## src/rtl/mem_bus_arbiter_if.sv

```systemverilog
// rtl/mem_bus_arbiter_if.sv - one master port of the memory bus arbiter
//
// Signals (master view):
//   req   : transaction request, held until ack
//   addr  : 32-bit byte address
//   wdata : 32-bit write data
//   we    : 2-bit write size code, 00 = no write
//   rd    : read request
//   gnt   : port owns the bus
//   ack   : one-cycle completion pulse
//   rdata : read data, valid only with ack
interface mem_bus_arbiter_if;
    logic        req;
    logic [31:0] addr;
    logic [31:0] wdata;
    logic [1:0]  we;
    logic        rd;
    logic        gnt;
    logic        ack;
    logic [31:0] rdata;

    modport master (output req, addr, wdata, we, rd, input gnt, ack, rdata);
    modport slave  (input req, addr, wdata, we, rd, output gnt, ack, rdata);
endinterface

```

## src/rtl/mem_bus_arbiter.sv

```systemverilog
// rtl/mem_bus_arbiter.sv - two-master arbiter for the CPU Mem / video write port
//
// Port 0 = CPU, port 1 = DMA/blitter. Each master connects through a
// mem_bus_arbiter_if.slave modport. All outputs are registered.
//   clk, rst          : CPU clock, asynchronous active-high reset
//   m0, m1            : master ports (req/addr/wdata/we/rd in, gnt/ack/rdata out)
//   mem_addr_o        : Mem word address (addr[MEM_AW-1:0])
//   mem_wdata_o       : Mem/VGA write data
//   mem_we_o          : Mem write strobe
//   mem_rd_o          : Mem read enable
//   mem_rdata_i       : Mem read data, valid RD_LAT cycles after first mem_rd cycle
//   vm_addr_o         : video memory address (addr[27:0])
//   vm_we_o           : video memory write strobe
// Build option: MEM_ARB_FIXED_PRIO_EN selects fixed priority (port 0 wins)
// instead of round-robin.
module mem_bus_arbiter #(
    parameter int         RD_LAT    = 1,
    parameter int         MEM_AW    = 12,
    parameter logic [3:0] VM_REGION = 4'hA
) (
    input  logic                  clk,
    input  logic                  rst,
    mem_bus_arbiter_if.slave      m0,
    mem_bus_arbiter_if.slave      m1,
    output logic [MEM_AW-1:0]     mem_addr_o,
    output logic [31:0]           mem_wdata_o,
    output logic [1:0]            mem_we_o,
    output logic                  mem_rd_o,
    input  logic [31:0]           mem_rdata_i,
    output logic [27:0]           vm_addr_o,
    output logic [1:0]            vm_we_o
);
    localparam int CNT_W = (RD_LAT < 2) ? 1 : $clog2(RD_LAT + 1);

    typedef enum logic [1:0] {IDLE, ISSUE, WAIT, ACK} state_t;

    state_t              state_q;
    logic                owner_q;
    logic [1:0]          gnt_q;
    logic [1:0]          ack_q;
    logic [31:0]         rdata0_q;
    logic [31:0]         rdata1_q;
    logic [MEM_AW-1:0]   mem_addr_q;
    logic [31:0]         mem_wdata_q;
    logic [1:0]          mem_we_q;
    logic                mem_rd_q;
    logic [27:0]         vm_addr_q;
    logic [1:0]          vm_we_q;
    logic [CNT_W-1:0]    cnt_q;
`ifndef MEM_ARB_FIXED_PRIO_EN
    logic                last_owner_q;
`endif

    // Arbitration decision and the winner's request fields, used only on the
    // IDLE edge; every output below is a register loaded from these.
    logic        win_valid_d;
    logic        win_d;
    logic [31:0] win_addr_d;
    logic [31:0] win_wdata_d;
    logic [1:0]  win_we_d;
    logic        win_rd_d;
    logic        win_vm_d;

    always_comb begin
        win_valid_d = m0.req | m1.req;
`ifdef MEM_ARB_FIXED_PRIO_EN
        win_d = ~m0.req;
`else
        if (m0.req && m1.req) begin
            win_d = ~last_owner_q;
        end else begin
            win_d = ~m0.req;
        end
`endif
        if (win_d) begin
            win_addr_d  = m1.addr;
            win_wdata_d = m1.wdata;
            win_we_d    = m1.we;
            win_rd_d    = m1.rd;
        end else begin
            win_addr_d  = m0.addr;
            win_wdata_d = m0.wdata;
            win_we_d    = m0.we;
            win_rd_d    = m0.rd;
        end
        win_vm_d = (win_addr_d[31:28] == VM_REGION);
    end

    always_ff @(posedge clk or posedge rst) begin
        if (rst) begin
            state_q      <= IDLE;
            owner_q      <= 1'b0;
            gnt_q        <= 2'b00;
            ack_q        <= 2'b00;
            rdata0_q     <= 32'h0;
            rdata1_q     <= 32'h0;
            mem_addr_q   <= '0;
            mem_wdata_q  <= 32'h0;
            mem_we_q     <= 2'b00;
            mem_rd_q     <= 1'b0;
            vm_addr_q    <= 28'h0;
            vm_we_q      <= 2'b00;
            cnt_q        <= '0;
`ifndef MEM_ARB_FIXED_PRIO_EN
            last_owner_q <= 1'b1;
`endif
        end else begin
            case (state_q)
                IDLE: begin
                    if (win_valid_d) begin
                        owner_q     <= win_d;
`ifndef MEM_ARB_FIXED_PRIO_EN
                        last_owner_q <= win_d;
`endif
                        gnt_q       <= win_d ? 2'b10 : 2'b01;
                        mem_addr_q  <= win_addr_d[MEM_AW-1:0];
                        vm_addr_q   <= win_addr_d[27:0];
                        mem_wdata_q <= win_wdata_d;
                        state_q     <= ISSUE;
                        // Write wins over rd; video space is write-only, so a
                        // video read completes immediately with zero data.
                        if (win_we_d != 2'b00) begin
                            ack_q <= win_d ? 2'b10 : 2'b01;
                            if (win_vm_d) begin
                                vm_we_q <= win_we_d;
                            end else begin
                                mem_we_q <= win_we_d;
                            end
                        end else if (win_rd_d && !win_vm_d) begin
                            mem_rd_q <= 1'b1;
                        end else begin
                            ack_q <= win_d ? 2'b10 : 2'b01;
                            if (win_rd_d) begin
                                if (win_d) begin
                                    rdata1_q <= 32'h0;
                                end else begin
                                    rdata0_q <= 32'h0;
                                end
                            end
                        end
                    end
                end
                ISSUE: begin
                    mem_we_q <= 2'b00;
                    vm_we_q  <= 2'b00;
                    ack_q    <= 2'b00;
                    if (mem_rd_q) begin
                        cnt_q   <= CNT_W'(RD_LAT);
                        state_q <= WAIT;
                    end else begin
                        gnt_q   <= 2'b00;
                        state_q <= IDLE;
                    end
                end
                WAIT: begin
                    cnt_q <= cnt_q - 1'b1;
                    if (cnt_q == CNT_W'(1)) begin
                        mem_rd_q <= 1'b0;
                        ack_q    <= gnt_q;
                        if (owner_q) begin
                            rdata1_q <= mem_rdata_i;
                        end else begin
                            rdata0_q <= mem_rdata_i;
                        end
                        state_q <= ACK;
                    end
                end
                ACK: begin
                    ack_q   <= 2'b00;
                    gnt_q   <= 2'b00;
                    state_q <= IDLE;
                end
                default: state_q <= IDLE;
            endcase
        end
    end

    assign m0.gnt      = gnt_q[0];
    assign m1.gnt      = gnt_q[1];
    assign m0.ack      = ack_q[0];
    assign m1.ack      = ack_q[1];
    assign m0.rdata    = rdata0_q;
    assign m1.rdata    = rdata1_q;
    assign mem_addr_o  = mem_addr_q;
    assign mem_wdata_o = mem_wdata_q;
    assign mem_we_o    = mem_we_q;
    assign mem_rd_o    = mem_rd_q;
    assign vm_addr_o   = vm_addr_q;
    assign vm_we_o     = vm_we_q;
endmodule

```

## src/flat_wrapper.sv

```systemverilog
// flat-port wrapper written by rule: the top's interface ports become plain ports
module mem_bus_arbiter_flat 
#(
    parameter int         RD_LAT    = 1,
    parameter int         MEM_AW    = 12,
    parameter logic [3:0] VM_REGION = 4'hA
)
  (clk, rst, mem_addr_o, mem_wdata_o, mem_we_o, mem_rd_o, mem_rdata_i, vm_addr_o, vm_we_o, m0_req, m0_addr, m0_wdata, m0_we, m0_rd, m0_gnt, m0_ack, m0_rdata, m1_req, m1_addr, m1_wdata, m1_we, m1_rd, m1_gnt, m1_ack, m1_rdata);
  mem_bus_arbiter_if m0_i ();
  mem_bus_arbiter_if m1_i ();
  input  logic clk;
  input  logic rst;
  output logic [MEM_AW-1:0] mem_addr_o;
  output logic [31:0] mem_wdata_o;
  output logic [1:0] mem_we_o;
  output logic mem_rd_o;
  input  logic [31:0] mem_rdata_i;
  output logic [27:0] vm_addr_o;
  output logic [1:0] vm_we_o;
  input wire logic [$bits(m0_i.req)-1:0] m0_req;
  input wire logic [$bits(m0_i.addr)-1:0] m0_addr;
  input wire logic [$bits(m0_i.wdata)-1:0] m0_wdata;
  input wire logic [$bits(m0_i.we)-1:0] m0_we;
  input wire logic [$bits(m0_i.rd)-1:0] m0_rd;
  output wire logic [$bits(m0_i.gnt)-1:0] m0_gnt;
  output wire logic [$bits(m0_i.ack)-1:0] m0_ack;
  output wire logic [$bits(m0_i.rdata)-1:0] m0_rdata;
  input wire logic [$bits(m1_i.req)-1:0] m1_req;
  input wire logic [$bits(m1_i.addr)-1:0] m1_addr;
  input wire logic [$bits(m1_i.wdata)-1:0] m1_wdata;
  input wire logic [$bits(m1_i.we)-1:0] m1_we;
  input wire logic [$bits(m1_i.rd)-1:0] m1_rd;
  output wire logic [$bits(m1_i.gnt)-1:0] m1_gnt;
  output wire logic [$bits(m1_i.ack)-1:0] m1_ack;
  output wire logic [$bits(m1_i.rdata)-1:0] m1_rdata;
  assign m0_i.req = m0_req;
  assign m0_i.addr = m0_addr;
  assign m0_i.wdata = m0_wdata;
  assign m0_i.we = m0_we;
  assign m0_i.rd = m0_rd;
  assign m0_gnt = m0_i.gnt;
  assign m0_ack = m0_i.ack;
  assign m0_rdata = m0_i.rdata;
  assign m1_i.req = m1_req;
  assign m1_i.addr = m1_addr;
  assign m1_i.wdata = m1_wdata;
  assign m1_i.we = m1_we;
  assign m1_i.rd = m1_rd;
  assign m1_gnt = m1_i.gnt;
  assign m1_ack = m1_i.ack;
  assign m1_rdata = m1_i.rdata;
  mem_bus_arbiter #(.RD_LAT(RD_LAT), .MEM_AW(MEM_AW), .VM_REGION(VM_REGION)) u_core (.clk(clk), .rst(rst), .m0(m0_i), .m1(m1_i), .mem_addr_o(mem_addr_o), .mem_wdata_o(mem_wdata_o), .mem_we_o(mem_we_o), .mem_rd_o(mem_rd_o), .mem_rdata_i(mem_rdata_i), .vm_addr_o(vm_addr_o), .vm_we_o(vm_we_o));
endmodule
```

## config.mk

```make
export PLATFORM = sky130hd
export DESIGN_NAME = mem_bus_arbiter_flat
export DESIGN_NICKNAME = d
export VERILOG_FILES = /design/src/rtl/mem_bus_arbiter_if.sv /design/src/rtl/mem_bus_arbiter.sv /design/src/flat_wrapper.sv
export SDC_FILE = /design/constraint.sdc
export NUM_CORES = 1
export LEC_CHECK = 0
export ABC_AREA = 1
export CAP_MARGIN = 20
export CORE_UTILIZATION = 35
export DETAILED_ROUTE_END_ITERATION = 8
export PLACE_DENSITY_LB_ADDON = 0.2
export REMOVE_ABC_BUFFERS = 1
export SLEW_MARGIN = 20
export SYNTH_ARGS = -nofsm -noshare
export SYNTH_HDL_FRONTEND = slang
export SYNTH_SLANG_ARGS = --single-unit
```

## constraint.sdc

```tcl
create_clock -name clk -period 4.44 [get_ports clk]
set_input_delay 0.888 -clock clk [delete_from_list [all_inputs] [get_ports clk]]
set_output_delay 0.888 -clock clk [all_outputs]
set_load 0.02 [all_outputs]
```

==> results of run 1 <==
==> kinds of logic (layout without fill, tap and decap cells) <==
logic type	after synthesis	count (layout)	synth area share
flops	138	138	0.518
simple gates	410	410	0.271
compound gates	142	142	0.113
buf+inv	125	408	0.0984
==> final cells by class <==
type,instances,area share
flip-flops and latches,138,0.331
well taps,234,0.0281
clock buffers,21,0.0461
multi-input cells,552,0.247
inverters,53,0.0196
repair buffers,324,0.310
clock inverters,10,0.0180
==> critical path: cells and delay by family <==
kind / cells / cell delay, ns
buffers and inverters: 1 / 0.54
and+or+nand+nor: 9 / 1.57
==> synth_stat cells <==
library cell | number | area share
buf_2 | 21 | 0.016
o211ai_1 | 1 | 0.0011
dfstp_2 | 1 | 0.0039
a31oi_1 | 24 | 0.023
inv_2 | 4 | 0.0022
clkbuf_4 | 1 | 0.0011
nor2_4 | 3 | 0.0051
clkbuf_1 | 21 | 0.012
nand3_1 | 11 | 0.0083
nor2_1 | 102 | 0.057
nand4_1 | 65 | 0.061
nand2_4 | 2 | 0.0034
o21ai_1 | 31 | 0.023
o21ai_2 | 2 | 0.0026
nor2_2 | 3 | 0.0028
inv_1 | 49 | 0.028
nand2_1 | 212 | 0.12
nand2_2 | 6 | 0.0056
dfrtp_1 | 137 | 0.51
nand3b_1 | 2 | 0.0022
buf_6 | 13 | 0.022
nand3_2 | 3 | 0.0045
nand4_2 | 1 | 0.0019
buf_4 | 16 | 0.018
o21ai_0 | 84 | 0.063
==> metrics by stage <==
stage / setup WS (ns) / hold WS (ns)
CTS: 1.71 / 0.472
detailed placement: 1.29 / 0.457
finish: 1.73 / 0.468
global route: 1.50 / 0.488
floorplan: -0.143 / 0.475
global placement: 1.26 / 0.452
==> metal layers <==
layer  vias up  wire [µm]  track usage
li1       3216          -            -
met1      2988       8740        0.272
met2       258      10300        0.365
met3        33       1910       0.0800
met4         0        382       0.0723
met5         -          0            0
==> power by group <==
| part | leakage, µW | switching (µW) | internal (µW) | total [µW] |
|---|---|---|---|---|
| Combinational | 0.00269 | 2130 | 1440 | 3570 |
| Clock | 0.000322 | 543 | 1060 | 1600 |
| Sequential | 0.00175 | 296 | 1760 | 2060 |
==> worst max path at each step <==
| stage | from | end | slack [ns] |
|---|---|---|---|
| global route | m1_req | u_core.m1.rdata[15]$_DFFE_PP0P_ | 1.50 |
| CTS | m1_req | u_core.m0.rdata[6]$_DFFE_PP0P_ | 1.71 |
| finish | m1_req | u_core.m0.rdata[6]$_DFFE_PP0P_ | 1.73 |
| floorplan | rst | async pin | -0.14 |
| global placement | m0_req | u_core.mem_wdata_o[16]$_DFFE_PP0P_ | 1.26 |
| detailed placement | m1_req | u_core.m0.rdata[6]$_DFFE_PP0P_ | 1.29 |
==> registers in the layout, summed over array words and instances (netlist names), named ones only <==
signal and cells:
u_core.m0.rdata 32, u_core.m1.rdata 32, u_core.mem_wdata_o 32, u_core.vm_addr_o 28, u_core.ack_q 2, u_core.gnt_q 2
u_core.mem_we_o 2, u_core.vm_we_o 2, u_core.cnt_q 1, u_core.last_owner_q 1, u_core.mem_rd_o 1, u_core.owner_q 1
u_core.state_q 1
==> key figures, run 1 <==
Cells and area
  • Share of layout cells above drive strength 1: 0.0610
  • Multi-input gate area: 2570 µm²
  • Design area: 10400 µm²
  • Finished Layout Cells: 1332
  • FF/Latch Area: 3450 µm²
  • Antenna cells: 0
  • Highest-count cells in the layout ignoring fill and taps: clkdlybuf4s50_1 (314), nand2_1 (212), dfrtp_1 (137)
  • Fin nets: 1256
  • Most common cell after layout, fill and taps aside: clkdlybuf4s50_1
  • Fin util: 0.557
  • Layout fillers: 1752
  • Synth-to-layout area growth: 56.2%

Hold path
  • HP Class: register to register
  • Hold endpoint: u_core.m0.rdata[25]$_DFFE_PP0P_
  • Min-Delay Path Depth: 2
  • Hold wc startpoint: u_core.m0.rdata[25]$_DFFE_PP0P_

Timing
  • Unrepaired setup endpoints after global routing: false
  • Final worst path period need: 2.71 ns
  • Worst Max-Slew Pin Slew: 0.810 ns
  • Clk_skew: 0.00762 ns
  • Max-slew headroom: 0.460
  • Pins Over Slew Limit: 0
  • Setup TNS: 0 ns
  • Fin. Hold Viols: 0
  • Fmax: 369 MHz
  • Final setup viols: 0
  • Crit share post-route: 0.610

Place
  • GP Congestion: 0.810
  • Placed Area: 9760 µm²
  • Number of I/O port buffers: 314
  • Hpwl dp: 14600 µm
  • Cell total after placement: 1301

Synth
  • Mapped cell area: 6670 µm²
  • Sequential share of the synthesized area: 0.518
  • Synth cell types: 25
  • Synth Register Bits: 138
  • Yosys warns: 0
  • Post-Synthesis Cells: 815
  • Mean Syn Cell Area: 8.19 µm²

Setup path
  • CP required: 4.74 ns
  • CP max stage cell: nand3_2
  • Worst setup SP type: primary input
  • Worst-path maximum fanout: 32
  • FF-to-FF setup slack: 1.94 ns
  • Critical Path AT: 3.00 ns
  • Crit path largest cell delay: 0.57 ns
  • WS Path Type: primary input to register
  • Cell mode on critical path: nand2_1
  • Reg-to-reg endpoint: u_core.vm_addr_o[15]$_DFFE_PP0P_
  • Critical-path cell list: clkdlybuf4s50_1, nand2_2, nand2_4, nand2_1, nand2_1, nand3_2, nand2_4, nand3_2, nand2_1, nand2_1
  • R2R depth: 6
  • Crit. End Element: register

Floorplan
  • I/O pins: 315
  • Die W: 140 µm
  • Initial Utilization: 0.357
  • Core area: 18700 µm²
  • Row count: 50
  • DIE HEIGHT: 140 µm
  • Die area: 19600 µm²

Clock tree
  • Worst-Skew Late Latency: 0.42 ns
  • CTS tree: built
  • H-tree Lvls: 4
  • Postcts setup bufs: 0
  • CTS Hold Bufs: 0
  • Root Driver: clkbuf_16
  • Reg clk slew, reported paths: 0.06 ns
  • Clock tree buffer depth: 2
  • Num CTS Buffers: 17
  • Post_cts resized: 0
  • Clock sinks: 138

Route
  • Initial DRC count: 283
  • Pre-Repair DR Iteration Count: 4
  • Vias: 6495
  • Vias/cell: 4.88
  • WL per Instance: 16.0 µm
  • Final ANT Viol Nets: 0
  • DRC: 0
  • WL final: 21400 µm

GRT
  • Gr usage total: 0.223
  • Initial antenna violation count: 0
  • Gr ovfl total: 0
  • Largest net degree at the start of global routing: 88
  • Vias in the first global route: 6187
  • First-pass GRT wire length: 34000 µm

Flow run
  • MaxCap Viol Count: 0

Power
  • Pleak: 0.00476 µW
  • PnR Total Power: 7230 µW
  • Max IR drop VDD: 393 µV
  • PwrDens: 694 nW/µm²

Outcome
  • Status: completed
No activity file was read; power rests on OpenSTA's default activity.
==> run 2, diff against run 1 <==
==> constraint.sdc (replaced) <==
create_clock -name clk -period 2.5 [get_ports clk]
set_input_delay 0.5 -clock clk [delete_from_list [all_inputs] [get_ports clk]]
set_output_delay 0.5 -clock clk [all_outputs]
set_load 0.02 [all_outputs]
==> key figures, run 2 (same netlist as run 1, synthesis figures left out) <==
Setup path
  • CP required: 2.81 ns (-1.93 ns)
  • Worst setup SP type: primary input
  • WS Path Type: primary input to register
  • Crit. End Element: register
  • Worst-path maximum fanout: 33 (+3.1%)
  • R2r startpoint: u_core.last_owner_q$_DFFE_PP1P_
  • Critical Path AT: 2.30 ns (-0.70 ns)
  • Worst setup startpoint: m1_req

Timing
  • Fmax: 502 MHz
  • Unrepaired setup endpoints after global routing: false
  • Final setup viols: 0 (unchanged)
  • Final worst path period need: 1.99 ns
  • Fin. Hold Viols: 0 (unchanged)
  • Crit share post-route: 0.797
  • Pins Over Slew Limit: 0 (unchanged)
  • Worst Max-Slew Pin Slew: 0.673 ns (-0.137 ns)
  • Clk_skew: 0.00972 ns (+0.00209 ns)
  • Max-slew headroom: 0.551 (+0.0916)

Floorplan
  • DIE HEIGHT: 140 µm (unchanged)
  • Initial Utilization: 0.357 (unchanged)
  • I/O pins: 315 (unchanged)
  • Die area: 19600 µm² (unchanged)
  • Row count: 50 (unchanged)
  • Die W: 140 µm (unchanged)
  • Core area: 18700 µm² (unchanged)

Cells and area
  • Antenna cells: 0 (unchanged)
  • Fin nets: 1267 (+0.88%)
  • Layout fillers: 1726 (-1.5%)
  • Fin util: 0.567 (+0.00997)
  • Share of layout cells above drive strength 1: 0.0703 (+0.00931)
  • Highest-count cells in the layout ignoring fill and taps: clkdlybuf4s50_1 (314), nand2_1 (212), dfrtp_1 (137)
  • Most common cell after layout, fill and taps aside: clkdlybuf4s50_1
  • Synth-to-layout area growth: 59.0%
  • Finished Layout Cells: 1343 (+0.83%)

GRT
  • Largest net degree at the start of global routing: 65 (-26%)
  • Gr ovfl total: 0 (unchanged)
  • First-pass GRT wire length: 33900 µm (-0.22%)
  • Vias in the first global route: 6325 (+2.2%)
  • Initial antenna violation count: 0 (unchanged)
  • Gr usage total: 0.223 (+0.000257)

Outcome
  • Status: completed

Place
  • Hpwl dp: 15200 µm (+4.2%)
  • GP Congestion: 0.811 (+0.16%)
  • Number of I/O port buffers: 314 (unchanged)
  • Cell total after placement: 1312 (+0.85%)

Route
  • Final ANT Viol Nets: 0 (unchanged)
  • Vias/cell: 4.89 (+0.20%)
  • WL per Instance: 16.1 µm (+0.23%)
  • Vias: 6562 (+1.0%)
  • WL final: 21600 µm (+1.1%)
  • DRC: 0 (unchanged)
  • Initial DRC count: 328 (+16%)
  • Pre-Repair DR Iteration Count: 5 (+1)

Flow run
  • MaxCap Viol Count: 0 (unchanged)

Power
  • PwrDens: 1230 nW/µm² (+78%)
  • Max IR drop VDD: 559 µV (+42%)
  • Pleak: 0.00485 µW (+1.9%)

Clock tree
  • Clock sinks: 138 (unchanged)
  • Clock tree buffer depth: 2 (unchanged)
  • Root Driver: clkbuf_16
  • Reg clk slew, reported paths: 0.06 ns (about the same)
  • CTS Hold Bufs: 0 (unchanged)
  • Num CTS Buffers: 17 (unchanged)
  • Postcts setup bufs: 0 (unchanged)
  • H-tree Lvls: 4 (unchanged)
  • CTS tree: built
  • Worst-Skew Late Latency: 0.42 ns (about the same)
  • Post_cts resized: 0 (unchanged)

Hold path
  • HP Class: primary input to async pin
==> run 2: cell count changes in the layout (fill, tap and decap cells not counted) <==
cell and change:
clkinv_2 +1, buf_12 +9, clkinv_4 +1, buf_4 +2, inv_6 -1, clkbuf_8 -1
==> run 2: through the flow <==
| stage | hold WS, ns | power [µW] | area, µm² | TNS (ns) | setup WS (ns) |
|---|---|---|---|---|---|
| floorplan | 0.475 | 6880 | 6210 | -286.54 | -1.69 |
| global placement | 0.453 | 10300 | 9950 | 0 | 0.141 |
| detailed placement | 0.460 | 10300 | 9950 | 0 | 0.0857 |
| CTS | 0.472 | 13200 | 10600 | 0 | 0.499 |
| global route | 0.483 | 13800 | 10600 | 0 | 0.376 |
| finish | 0.454 | 13100 | 10600 | 0 | 0.508 |
==> run 2: where the power goes <==
group	leakage [µW]	switching, µW	internal (µW)	total [µW]
Combinational	0.00278	3840	2760	6600
Clock	0.000318	973	1840	2820
Sequential	0.00175	528	3130	3660
Total	0.00485	5340	7740	13100
==> run 2: worst max-delay path: stages <==
cell and delay, ns:
clkdlybuf4s50_1 0.53, nand2_2 0.11, nand2_4 0.13, nand2_1 0.06, nand2_1 0.12, nand3_2 0.11, nand2_4 0.08, buf_12 0.19
nand3_2 0.12, buf_12 0.18, nand2_1 0.08, nand2_1 0.05
==> run 2: layer usage <==
metal	part of all wire	wire length, µm	up-vias	GRT usage
met4	0.027	580	0	0.0908
met5	0	0	-	0
met3	0.091	1970	31	0.0834
met2	0.48	10400	277	0.364
li1	-	-	3231	-
met1	0.40	8650	3023	0.264
==> run 2: path summary, 6_finish.rpt <==
| path | to | slack, ns | depth (start not counted) |
|---|---|---|---|
| max in group asynchronous | u_core.last_owner_q$_DFFE_PP1P_ | 1.46 | 3 |
| min reg2reg | u_core.m1.rdata[6]$_DFFE_PP0P_ | 0.47 | 2 |
| max reg2reg | u_core.m0.rdata[23]$_DFFE_PP0P_ | 0.68 | 11 |
| max | u_core.m0.rdata[23]$_DFFE_PP0P_ | 0.51 | 12 |
| min in group clk | u_core.m1.rdata[6]$_DFFE_PP0P_ | 0.47 | 2 |
| min | u_core.vm_addr_o[17]$_DFFE_PP0P_ | 0.45 | 2 |
==> run 2: layout make-up <==
type                            count  area (µm²)  area share
Inverter                           53         204      0.0192
Multi-Input combinational cell    552        2570       0.243
Clock inverter                     11         193      0.0182
Clock buffer                       20         467      0.0440
Sequential cell                   138        3450       0.326
Tap cell                          234         293      0.0276
Timing Repair Buffer              335        3430       0.323
==> run 3, diff against run 2 <==
==> constraint.sdc (replaced) <==
create_clock -name clk -period 1.8 [get_ports clk]
set_input_delay 0.36 -clock clk [delete_from_list [all_inputs] [get_ports clk]]
set_output_delay 0.36 -clock clk [all_outputs]
set_load 0.02 [all_outputs]
==> key figures, run 3 (same netlist as run 1, synthesis figures left out) <==
Outcome
  • Status: completed

Setup path
  • Critical Path AT: 1.41 ns (-0.89 ns)
  • Critical-path cell list: clkdlybuf4s50_1
  • Delay-heaviest family, CP: buffers and inverters
  • Worst path buffer plus inverter count: 1 (-2)
  • CP required: 1.44 ns (-1.37 ns)
  • Worst-path maximum fanout: 2 (-94%)
  • R2r startpoint: u_core.last_owner_q$_DFFE_PP1P_
  • Crit. End Element: output port
  • Worst setup startpoint: u_core.mem_wdata_o[25]$_DFFE_PP0P_
  • Worst setup SP type: register
  • CP max stage cell: clkdlybuf4s50_1
  • Crit path largest cell delay: 0.65 ns (+0.12 ns)
  • WS Path Type: register to output port

Route
  • Vias/cell: 4.86 (-0.48%)
  • WL per Instance: 16.0 µm (-0.45%)
  • Initial DRC count: 274 (-16%)
  • DRC: 0 (unchanged)
  • Final ANT Viol Nets: 0 (unchanged)
  • WL final: 21900 µm (+1.5%)
  • Pre-Repair DR Iteration Count: 6 (+1)
  • Vias: 6657 (+1.4%)

Place
  • Number of I/O port buffers: 314 (unchanged)
  • Hpwl dp: 15700 µm (+3.4%)
  • GP Congestion: 0.822 (+1.4%)

Floorplan
  • DIE HEIGHT: 140 µm (unchanged)
  • Initial Utilization: 0.357 (unchanged)
  • Core area: 18700 µm² (unchanged)
  • Die W: 140 µm (unchanged)
  • I/O pins: 315 (unchanged)
  • Die area: 19600 µm² (unchanged)
  • Row count: 50 (unchanged)

Clock tree
  • CTS tree: built
  • Reg clk slew, reported paths: 0.06 ns (about the same)
  • Root Driver: clkbuf_16
  • Num CTS Buffers: 17 (unchanged)
  • Postcts setup bufs: 0 (unchanged)
  • Clock tree buffer depth: 2 (unchanged)
  • H-tree Lvls: 4 (unchanged)
  • Worst-Skew Late Latency: 0.42 ns (about the same)
  • Clock sinks: 138 (unchanged)

Power
  • PwrDens: 1670 nW/µm² (+35%)
  • Max IR drop VDD: 941 µV (+68%)
  • PnR Total Power: 18200 µW (+39%)
  • Pleak: 0.00546 µW (+12%)

Timing
  • Fin Hold WS: 0.305 ns (-0.149 ns)
  • Clk_skew: 0.0107 ns (+0.000955 ns)
  • Fin. Hold Viols: 0 (unchanged)
  • Fmax: 565 MHz
  • Worst Max-Slew Pin Slew: 0.603 ns (-0.0697 ns)
  • Setup TNS: 0 ns (unchanged)
  • Final setup viols: 0 (unchanged)
  • Max-slew headroom: 0.598 (+0.0465)
  • Pins Over Slew Limit: 0 (unchanged)
  • Final worst path period need: 1.77 ns
  • Crit share post-route: 0.982

Flow run
  • MaxCap Viol Count: 0 (unchanged)

GRT
  • Gr ovfl total: 0 (unchanged)
  • Largest net degree at the start of global routing: 67 (+3.1%)
  • Global Route met3 Usage: 0.0742 (-0.00923)
  • GR Util met1: 0.268 (+0.00355)
  • Gr usage total: 0.228 (+0.00481)
  • Gr busiest metal: met2
  • Initial antenna violation count: 0 (unchanged)
  • Met2 usage: 0.385 (+0.0205)
  • Vias in the first global route: 6548 (+3.5%)
  • First-pass GRT wire length: 34700 µm (+2.4%)

Cells and area
  • Most common cell after layout, fill and taps aside: clkdlybuf4s50_1
  • Fin util: 0.582 (+0.0151)
  • Highest-count cells in the layout ignoring fill and taps: clkdlybuf4s50_1 (257), nand2_1 (212), dfrtp_1 (137)
  • Fin nets: 1293 (+2.1%)
  • Synth-to-layout area growth: 63.3%
  • Share of layout cells above drive strength 1: 0.0916 (+0.0213)
  • Antenna cells: 0 (unchanged)

Hold path
  • HP Class: primary input to async pin
==> run 3: worst paths after layout <==
kind	end	slack, ns	cells past startpoint
setup reg to reg	u_core.m0.rdata[2]$_DFFE_PP0P_	0.10	10
max in group asynchronous	u_core.m1.rdata[26]$_DFFE_PP0P_	0.95	3
min in group clk	u_core.ack_q[0]$_DFFE_PP0P_	0.47	2
hold / removal	u_core.vm_addr_o[17]$_DFFE_PP0P_	0.31	2
hold reg to reg	u_core.ack_q[0]$_DFFE_PP0P_	0.47	2
setup / recovery	mem_wdata_o[25]	0.03	1
==> run 3: report_power, final <==
group	total [µW]	switching [µW]	internal, µW
registers	5060	705	4350
logic	9380	5440	3940
clock network	3720	1400	2320
==> run 3: metrics by stage <==
step           area (µm²)  cells  setup WS, ns
6_report            10900   1369        0.0316
5_1_grt             10900   1369       -0.0122
4_1_cts             10800   1368      0.000974
3_5_place_dp        10200   1337        -0.266
3_3_place_gp        10200   1337        -0.254
2_1_floorplan        6210    743         -2.25
==> run 3: final cells by class <==
cell class,count,area (µm²)
clock buffers,17,425
clock inverters,14,198
fillers,1696,7810
inverters,53,204
multi-input cells,552,2580
flip-flops and latches,138,3450
well taps,234,293
repair buffers,361,3740
==> run 3: what timing repair did <==
| action | CTS | global route |
|---|---|---|
| hold endpoints to repair | 0 | 0 |
| gates resized for setup | 28 | 32 |
| cloned | 0 | 1 |
| hold buffers | 0 | 0 |
| setup endpoints to repair | 29 | 94 |
| pin swaps | 0 | 1 |
==> run 3: routing by layer <==
| layer | part of all wire | vias up | routed length (µm) |
|---|---|---|---|
| met5 | 0 | - | 0 |
| met4 | 0.021 | 0 | 464 |
| met3 | 0.083 | 33 | 1810 |
| met2 | 0.50 | 266 | 10900 |
| met1 | 0.40 | 3071 | 8760 |
| li1 | - | 3287 | - |
